File: config.mk
export PLATFORM = sky130hd
export DESIGN_NAME = stack_ctrl
export DESIGN_NICKNAME = d
export VERILOG_FILES = /design/src/rtl/stack_ctrl.sv
export SDC_FILE = /design/constraint.sdc
export NUM_CORES = 1
export LEC_CHECK = 0
export ABC_AREA = 0
export ABC_CLOCK_PERIOD_IN_PS = 1900
export CELL_PAD_IN_SITES_DETAIL_PLACEMENT = 0
export CELL_PAD_IN_SITES_GLOBAL_PLACEMENT = 2
export CORE_ASPECT_RATIO = 0.5
export CORE_MARGIN = 5
export CORE_UTILIZATION = 28
export DETAILED_ROUTE_END_ITERATION = 8
export PLACE_DENSITY = 0.8
export SLEW_MARGIN = 0
export SYNTH_ARGS = -nofsm -noshare
export SYNTH_HDL_FRONTEND = slang
export SYNTH_SLANG_ARGS = --single-unit
File: constraint.sdc
create_clock -name clk -period 1.9 [get_ports clk]
set_clock_uncertainty 0.1 [all_clocks]
set_input_delay 0.285 -clock clk [delete_from_list [all_inputs] [get_ports clk]]
set_output_delay 0.285 -clock clk [all_outputs]
set_load 0.01 [all_outputs]
File: src/rtl/stack_ctrl.sv
// stack_ctrl: push/pop stack sequencer for a registered byte memory; STACK_GUARD_EN enables overflow/underflow blocking and sticky err
module stack_ctrl #(
  parameter int ADDRWIDTH = 3,
  parameter int SP_INIT = 2**ADDRWIDTH-1
) (
  input  logic                 clk,
  input  logic                 rst,
  input  logic                 push,
  input  logic                 pop,
  input  logic [7:0]           push_data,
  output logic                 ready,
  output logic [7:0]           pop_data,
  output logic                 pop_valid,
  output logic [ADDRWIDTH-1:0] sp,
  output logic                 full,
  output logic                 empty,
  output logic                 err,
  output logic                 mem_cs,
  output logic                 mem_rw,
  output logic [ADDRWIDTH-1:0] mem_addr,
  output logic [7:0]           mem_din,
  input  logic [7:0]           mem_dout
);
  localparam int DEPTH = 2**ADDRWIDTH;
  typedef enum logic [1:0] {IDLE, PUSH_WR, POP_RD, POP_CAP} state_t;
  state_t state;
  logic [ADDRWIDTH:0] count;
  logic push_blk, pop_blk;
  assign ready = state == IDLE;
  assign full = count == (ADDRWIDTH+1)'(DEPTH);
  assign empty = count == '0;
`ifdef STACK_GUARD_EN
  assign push_blk = full;
  assign pop_blk = empty;
`else
  assign push_blk = 1'b0;
  assign pop_blk = 1'b0;
  assign err = 1'b0;
`endif
  always_ff @(posedge clk or posedge rst) begin
    if (rst) begin
      state <= IDLE;
      count <= '0;
      sp <= ADDRWIDTH'(SP_INIT);
      mem_cs <= 1'b1;
      mem_rw <= 1'b1;
      mem_addr <= '0;
      mem_din <= '0;
      pop_data <= '0;
      pop_valid <= 1'b0;
`ifdef STACK_GUARD_EN
      err <= 1'b0;
`endif
    end else begin
      pop_valid <= 1'b0;
      case (state)
        IDLE: begin
          if (push && !push_blk) begin
            sp <= sp + 1'b1;
            mem_addr <= sp + 1'b1;
            mem_din <= push_data;
            mem_cs <= 1'b0;
            mem_rw <= 1'b0;
            count <= full ? count : count + 1'b1;
            state <= PUSH_WR;
          end else if (!push && pop && !pop_blk) begin
            mem_addr <= sp;
            mem_cs <= 1'b0;
            mem_rw <= 1'b1;
            state <= POP_RD;
          end
`ifdef STACK_GUARD_EN
          if ((push && push_blk) || (!push && pop && pop_blk)) err <= 1'b1;
`endif
        end
        PUSH_WR: begin
          mem_cs <= 1'b1;
          mem_rw <= 1'b1;
          state <= IDLE;
        end
        POP_RD: begin
          sp <= sp - 1'b1;
          count <= empty ? count : count - 1'b1;
          state <= POP_CAP;
        end
        default: begin
          pop_data <= mem_dout;
          pop_valid <= 1'b1;
          mem_cs <= 1'b1;
          state <= IDLE;
        end
      endcase
    end
  end
endmodule

## Word-level counts from Yosys, hierarchy flattened

Cells that the tools add are included.
Widths: inputs -> output; s select.

| storage, ports and cells | value |
|---|---|
| output and inout bits | 29 |
| register bits | 31 |
| bits of input ports | 20 |
| logic and storage cells | 53 |

| cells by class | value |
|---|---|
| bitwise logic cells | 1 |
| equal/unequal tests | 7 |
| mux-type cells | 18 |
| reductions and logical operators | 14 |
| add/sub/neg operators | 4 |

Operator list:

| cell | count |
|---|---|
| $mux 4 | 3 |
| $reduce_and 2->1 | 5 |
| $mux 3 | 3 |
| $pmux 4 s2 | 1 |
| $ne 2x2->1 const B | 3 |
| $pmux 3 s2 | 1 |
| $reduce_bool 2->1 | 3 |
| $mux 1 | 5 |
| $add 4x1->4 const B | 1 |
| $eq 4x4->1 const B | 1 |
| $logic_not 4->1 | 1 |
| $mux 2 | 2 |
| $pmux 1 s2 | 2 |
| $pmux 2 s2 | 1 |
| $reduce_and 4->1 | 1 |
| $sub 4x1->4 const B | 1 |
| $add 3x1->3 const B | 1 |
| $ne 3x2->1 const B | 1 |
| $reduce_or 3->1 | 1 |
| $sub 3x1->3 const B | 1 |
| $eq 2x1->1 const B | 1 |
| $eq 2x2->1 const B | 1 |
| $logic_not 2->1 | 1 |
| $logic_and 1x1->1 | 1 |
| 2 further kinds | 2 |

## Longest topological paths before layout

Gate-level depths: netlist of the first run.

| logic depth | value |
|---|---|
| depth in word-level cells | 5 |
| gate-level depth with buffers | 7 |

## Least setup slack after synthesis of the first run

No wires, ideal clock.

| timing path | value |
|---|---|
| path type | flip-flop to flip-flop |
| from | reg state[0] |
| to | reg count[2] |
| slack | 155 ps |
| arrival | 1520 ps |
| cell stages (with the launch flop) | 7 |
| period minus slack after synthesis | 1745 ps |
| required time | 1675 ps |
| cell sequence | dfrtp_1 buf_6 nand2b_1 xnor2_1 ha_1 o41ai_2 mux2_2 |

| on the way | value |
|---|---|
| word-level cells in the longest chain between the ends | 3 |
| elaborated cells between the ends (all ways) | 8 |
| those cells by class | eq/ne: 4; mux: 1; reduce/logical: 3 |

Ends and longest elaborated chain:

| what | line | text |
|---|---|---|
| start: declaration | 26 | `state_t state;` |
| start signal: assignment | 42 | `state <= IDLE;` |
| start signal: assignment | 65 | `state <= PUSH_WR;` |
| start signal: assignment | 70 | `state <= POP_RD;` |
| $eq 2x2->1 or $logic_not 2->1 (tied branches) | 56 | `case (state)` |
| $ne 2x2->1 (no line) or $reduce_bool 2->1 (tied branches) | - |  |
| $reduce_and 4->1 (no line) | - |  |
| end signal: assignment | 64 | `count <= full ? count : count + 1'b1;` |
| end signal: assignment | 83 | `count <= empty ? count : count - 1'b1;` |
| end: declaration | 27 | `logic [ADDRWIDTH:0] count;` |

Parallel ways exist; a longest one is shown, timed or not.
A chain may end at the register's enable or synchronous reset.

## Worst setup path after layout of the first run

| timing path | value |
|---|---|
| from | reg sp[0] |
| to | out sp[0] |

RTL lines:

| what | line | text |
|---|---|---|
| start: declaration | 14 | `output logic [ADDRWIDTH-1:0] sp,` |
| start signal: assignment | 44 | `sp <= ADDRWIDTH'(SP_INIT);` |
| start signal: assignment | 59 | `sp <= sp + 1'b1;` |
| start signal: assignment | 82 | `sp <= sp - 1'b1;` |

No word-level cell between the ends.

==> flow_metrics.tcl, run 1 <==
set metrics [dict create \
    cpMaxStageDelayCell "dfstp_2" \
    place.gp.congestion 0.698 \
    vias 964 \
    grt.overflow.total 0 \
    setup_viol 0 \
    antenna_found_initial 0 \
    path_cells "clkdlybuf4s50_1" \
    core_area_sq_um 4930 \
    rsz0062_at_grt "false" \
    tritoncts "done" \
    cts.clk_slew.worst_paths_ps 60 \
    synth_top_area_share_pct 45.7 \
    drt_pre_antenna_iters 4 \
    fin_util_pct 42.3 \
    yosys.area_share.simple_pct 7.47 \
    track_usage_pct 9.11 \
    yosys-top-cells-count "dfrtp_1, mux2_2, nor2_1" \
    synth_nets 131 \
    arrival_ps 1420 \
    cts_hold_buf 0 \
    slew_violations 0 \
    synth-edff-count 0 \
    ff2ff_setup_slack_ps 110 \
    post-synth-top-count-cell "dfrtp_1" \
    die_w_um 111 \
    wirelength_mm 2.91 \
    fin_hold_ws_ps 289 \
    synthCells 108 \
    h-tree-depth 2 \
    cp-end-kind "primary output" \
    cp_num_buf_inv 1 \
    crit_required_ps 1510 \
    start_kind "register" \
    grt_max_degree 32 \
    met1_length_mm 1.33 \
    maxCapViolations 0 \
    dp_hpwl_mm 2.22 \
    synth_area_sq_um 1420 \
    min_period_over_period_pct 95.0 \
    via_per_inst 4.10 \
    synth_top_family_by_area "multiplexers" \
    ys_async_sr_fraction_pct 100 \
    io_pins 49 \
    drive_gt1_share_pct 29.7 \
    yosysTopAreaCell "dfrtp_1" \
    final_nets 187 \
    wl_per_cell_um 12.4 \
    yosysUniqueCellTypes 34 \
    post_cts_buffers 0 \
    finalHoldViolations 0 \
    worstHoldPathType "in2async" \
    synthAdderAreaFrac_pct 2.64 \
    outcome "finished clean" \
    die-area_sq_um 6700 \
    max_stage_delay_ps 590 \
    syn_area_per_cell_sq_um 13.2 \
    wl_met2_mm 1.41 \
    grt_pass1_wl_mm 4.81 \
    clock-root-buffer "clkbuf_8" \
    clock_latency_ps 270 \
    drc 0 \
    fmax_mhz 554 \
    synth-xor-area-share_pct 5.45 \
    fillerInstances 484 \
    top_layer "met4" \
    cts.path.max_buffers 2 \
    synth_ff_type "dfrtp_1" \
    yosysWarnings 0 \
    fp.dieH_um 60.4 \
    critPathMaxFanout 5 \
    crit_type "reg2out" \
    cellLeakagePower_nw 0.886 \
    grt_pass1_vias 1007 \
    ys_seq_area_share_pct 54.9 \
    cts.sinks 31 \
    fin_crit_ps 1810 \
    setup_ws_ps 94.1 \
    setup_tns_ps 0 \
    io_buffers 47 \
    pre_cts_ws_ps 57.5 \
    rows 18 \
    synth_compound_area_share_pct 6.94 \
    initial_core_util_pct 28.9 \
    antenna_cells 0 \
    power.density_nw_per_um2 1620 \
    synth_mux_area_share_pct 17.6 \
    p_total_mw 3.37 \
    route.met3.wl_um 109 \
    crit_family "flip-flops" \
    ir_drop_mv 0.405 \
    synth_seq_cells 31 \
    areaGrowthSynthToFinish_pct 46.7 \
    antenna_left 0 \
    synthTopCellsByArea "dfrtp_1, mux2_2, dfstp_2" \
    first_iter_violations 40 \
    numCtsBuffers 5 \
]
sequential cells by signal (all words and copies together) (netlist names):
signal / cells
mem_din: 8
pop_data: 8
count: 4
mem_addr: 3
sp: 3
state: 2
mem_cs: 1
mem_rw: 1
pop_valid: 1
power breakdown:
part	internal, mW	switching [mW]
Sequential	1.03	0.259
Combinational	0.992	0.609
Clock	0.256	0.226
Total	2.28	1.09
metrics by stage:
step | cell area (sq um) | cells
after floorplan | 1420 | 108
after global placement | 2000 | 227
after detailed placement | 2000 | 227
after CTS | 2090 | 235
after global routing | 2090 | 235
final | 2090 | 235
final cells by class:
type	instances	area, sq um	share of cell area [%]
Multi-Input combinational cell	66	577	27.6
Timing Repair Buffer	54	533	25.5
Tap cell	70	87.6	4.19
Inverter	6	25.0	1.20
Clock buffer	7	76.3	3.65
Sequential cell	31	785	37.6
Clock inverter	1	5.00	0.240
kinds of logic after synthesis:
group | Yosys count
multiplexers | 22
XOR/XNOR | 8
flip-flops | 31
other | 1
adder cells (fa/ha/maj) | 3
AND/OR/NAND/NOR | 19
AO/OA/AOI/OAI | 13
buffers and inverters | 11
tightest hold or removal path, cell delays in order:
cell and delay, ps:
clkdlybuf4s50_1 390, inv_1 50, buf_4 350
per-layer routing:
layer  vias up  track usage, %
li1        477               -
met1       468            10.6
met2        14            15.6
met3         5            2.79
met4         0            5.26
met5         -               0
cells in the final DEF, fill, tap and decap left out, types with 2 or more instances in the layout:
cell and n:
a21oi_1 5, and2_1 2, buf_4 6, clkbuf_1 2, clkbuf_8 5, clkdlybuf4s50_1 45
dfrtp_1 24, dfrtp_2 2, dfstp_2 5, dlygate4sd2_1 2, ha_1 3, inv_1 5
mux2_2 20, nand2_1 3, nand2b_1 2, nor2_1 5, xnor2_1 3, xor2_1 4
what timing repair did:
action / CTS / global route
pin swaps: 0 / 0
resized for setup: 4 / 1
setup endpoints to repair: 2 / 1
worst paths after layout:
check,from,end,depth (start not counted)
max,sp[0]$_DFFE_PP1P_,sp[0],1
min,rst,mem_din[4]$_DFFE_PP0P_,3
max reg2reg,state[0]$_DFFE_PP0P_,count[2]$_DFFE_PP0P_,5
min reg2reg,mem_cs$_DFFE_PP1P_,mem_cs$_DFFE_PP1P_,2
max in group asynchronous,rst,sp[0]$_DFFE_PP1P_,3
min in group clk,mem_cs$_DFFE_PP1P_,mem_cs$_DFFE_PP1P_,2
Power figures use the tool's default switching activity.
==> inputs of run 2 (changes only) <==
--- a/config.mk
+++ b/config.mk
@@ -14,6 +14,7 @@
 export CORE_UTILIZATION = 28
 export DETAILED_ROUTE_END_ITERATION = 8
 export PLACE_DENSITY = 0.8
+export SKIP_CTS_REPAIR_TIMING = 1
 export SLEW_MARGIN = 0
 export SYNTH_ARGS = -nofsm -noshare
 export SYNTH_HDL_FRONTEND = slang
==> run 2 against run 1 <==
Compared with the run above:
- combinational power increased by 3%
- die area is the same
- clock power is essentially flat
- sequential cell count unchanged
- first-iteration DRC count increased by 2.5%
- critical endpoint unchanged
- total power is 1.4% higher
- sequential power about the same
- cell area is 1.4% higher
==> flow_metrics.tcl, run 2 (synthesized netlist as in run 1, its figures left out) <==
set metrics [dict create \
    fillerInstances 480 \
    outcome "finished clean" \
    p_switching_mw 1.11 \
    numCtsBuffers 5 \
    arrival_ps 1420 \
    fin_hold_ws_ps 291 \
    via_per_inst 4.11 \
    drive_gt1_share_pct 31.1 \
    switching_share_pct 32.4 \
    clock_latency_ps 270 \
    grt_max_degree 32 \
    fmax_mhz 554 \
    power.density_nw_per_um2 1620 \
    layout_common_cells "clkdlybuf4s50_1, dfrtp_1, mux2_2" \
    slew_violations 0 \
    final_nets 189 \
    cts.path.max_buffers 2 \
    min_period_over_period_pct 95.1 \
    die_w_um 111 \
    io_pins 49 \
    fin_util_pct 42.9 \
    register_area_sq_um 785 \
    track_usage_pct 9.11 \
    fp.dieH_um 60.4 \
    path_cells "clkdlybuf4s50_1" \
    fin_crit_ps 1810 \
    grt.overflow.total 0 \
    grt_pass1_wl_mm 4.81 \
    max_stage_delay_ps 590 \
    worstHoldPathType "in2async" \
    crit_type "reg2out" \
    multiInputGateArea_sq_um 583 \
    die-area_sq_um 6700 \
    p_int_mw 2.31 \
    cpMaxStageDelayCell "dfstp_2" \
    initial_core_util_pct 28.9 \
    cp-end-kind "primary output" \
    grt_pass1_vias 1007 \
    critPathMaxFanout 5 \
    clock-root-buffer "clkbuf_8" \
    antenna_left 0 \
    wl_per_cell_um 12.5 \
    wirelength_mm 2.95 \
    antenna_cells 0 \
    combPwrFrac_pct 48.3 \
    pre_cts_ws_ps 57.5 \
    setup_viol 0 \
    drt_pre_antenna_iters 4 \
    drc 0 \
    cts.sinks 31 \
    cts.clk_slew.worst_paths_ps 60 \
    rows 18 \
    cp_num_buf_inv 1 \
    crit_required_ps 1510 \
    vias 973 \
    setup_ws_ps 94.0 \
    crit_family "flip-flops" \
    tritoncts "done" \
    rsz0062_at_grt "false" \
    finalHoldViolations 0 \
    reg_top3 "mem_din (8), pop_data (8), count (4)" \
    maxCapViolations 0 \
    first_iter_violations 41 \
    ir_drop_mv 0.406 \
    dp_hpwl_mm 2.22 \
    core_area_sq_um 4930 \
    cellLeakagePower_nw 0.922 \
    h-tree-depth 2 \
    antenna_found_initial 0 \
    final_common_cell "clkdlybuf4s50_1" \
    clkPwrFrac_pct 14.1 \
    place.gp.congestion 0.698 \
    pwr-share-seq_pct 37.6 \
    io_buffers 47 \
    start_kind "register" \
    areaGrowthSynthToFinish_pct 48.7 \
]
[run 2: changes by cell type in the layout (fill, tap and decap cells not counted), sizes merged]
| cell | change |
|---|---|
| dlygate4sd2 | -2 |
| buf | +2 |
| dlymetal6s2s | +2 |
[run 2: through the flow]
| step | std cells | setup TNS [ps] | cell area (sq um) | power (mW) |
|---|---|---|---|---|
| after floorplan | 108 | 0 | 1420 | 2.12 |
| after global placement | 227 | 0 | 2000 | 2.91 |
| after detailed placement | 227 | 0 | 2000 | 2.93 |
| after CTS | 235 | -257 | 2090 | 3.44 |
| after global routing | 237 | 0 | 2120 | 3.67 |
| final | 237 | 0 | 2120 | 3.42 |
[run 2: cell type report]
type / instances / share of cell area (%)
tap: 70 / 4.14
clock inverter: 1 / 0.236
inverter: 6 / 1.18
timing repair buffer: 56 / 26.2
sequential: 31 / 37.1
multi-input combinational: 66 / 27.5
clock buffer: 7 / 3.61
[run 2: worst paths after layout]
check	from	endpoint	slack, ps	depth (start not counted)
setup / recovery	sp[0]$_DFFE_PP1P_	sp[0]	90	1
hold / removal	rst	mem_din[4]$_DFFE_PP0P_	290	3
setup reg to reg	state[0]$_DFFE_PP0P_	count[2]$_DFFE_PP0P_	120	5
hold reg to reg	mem_cs$_DFFE_PP1P_	mem_cs$_DFFE_PP1P_	390	2
max in group asynchronous	rst	sp[0]$_DFFE_PP1P_	1090	3
min in group clk	mem_cs$_DFFE_PP1P_	mem_cs$_DFFE_PP1P_	390	2
[run 2: routing by layer]
layer / vias to the layer above / GRT usage, % / share of wire, %
met5: - / 0 / 0
met4: 0 / 5.26 / 2.0
met3: 5 / 2.79 / 3.7
met2: 14 / 15.6 / 48
met1: 472 / 10.6 / 46
li1: 482 / - / -
[run 2: power groups by stage]
stage          Clock, mW  Sequential [mW]  Combinational, mW
3_5_place_dp           0             1.30               1.63
6_report           0.483             1.29               1.65
3_3_place_gp           0             1.29               1.62
5_1_grt            0.542             1.34               1.78
2_1_floorplan          0             1.38              0.745
4_1_cts            0.511             1.29               1.64
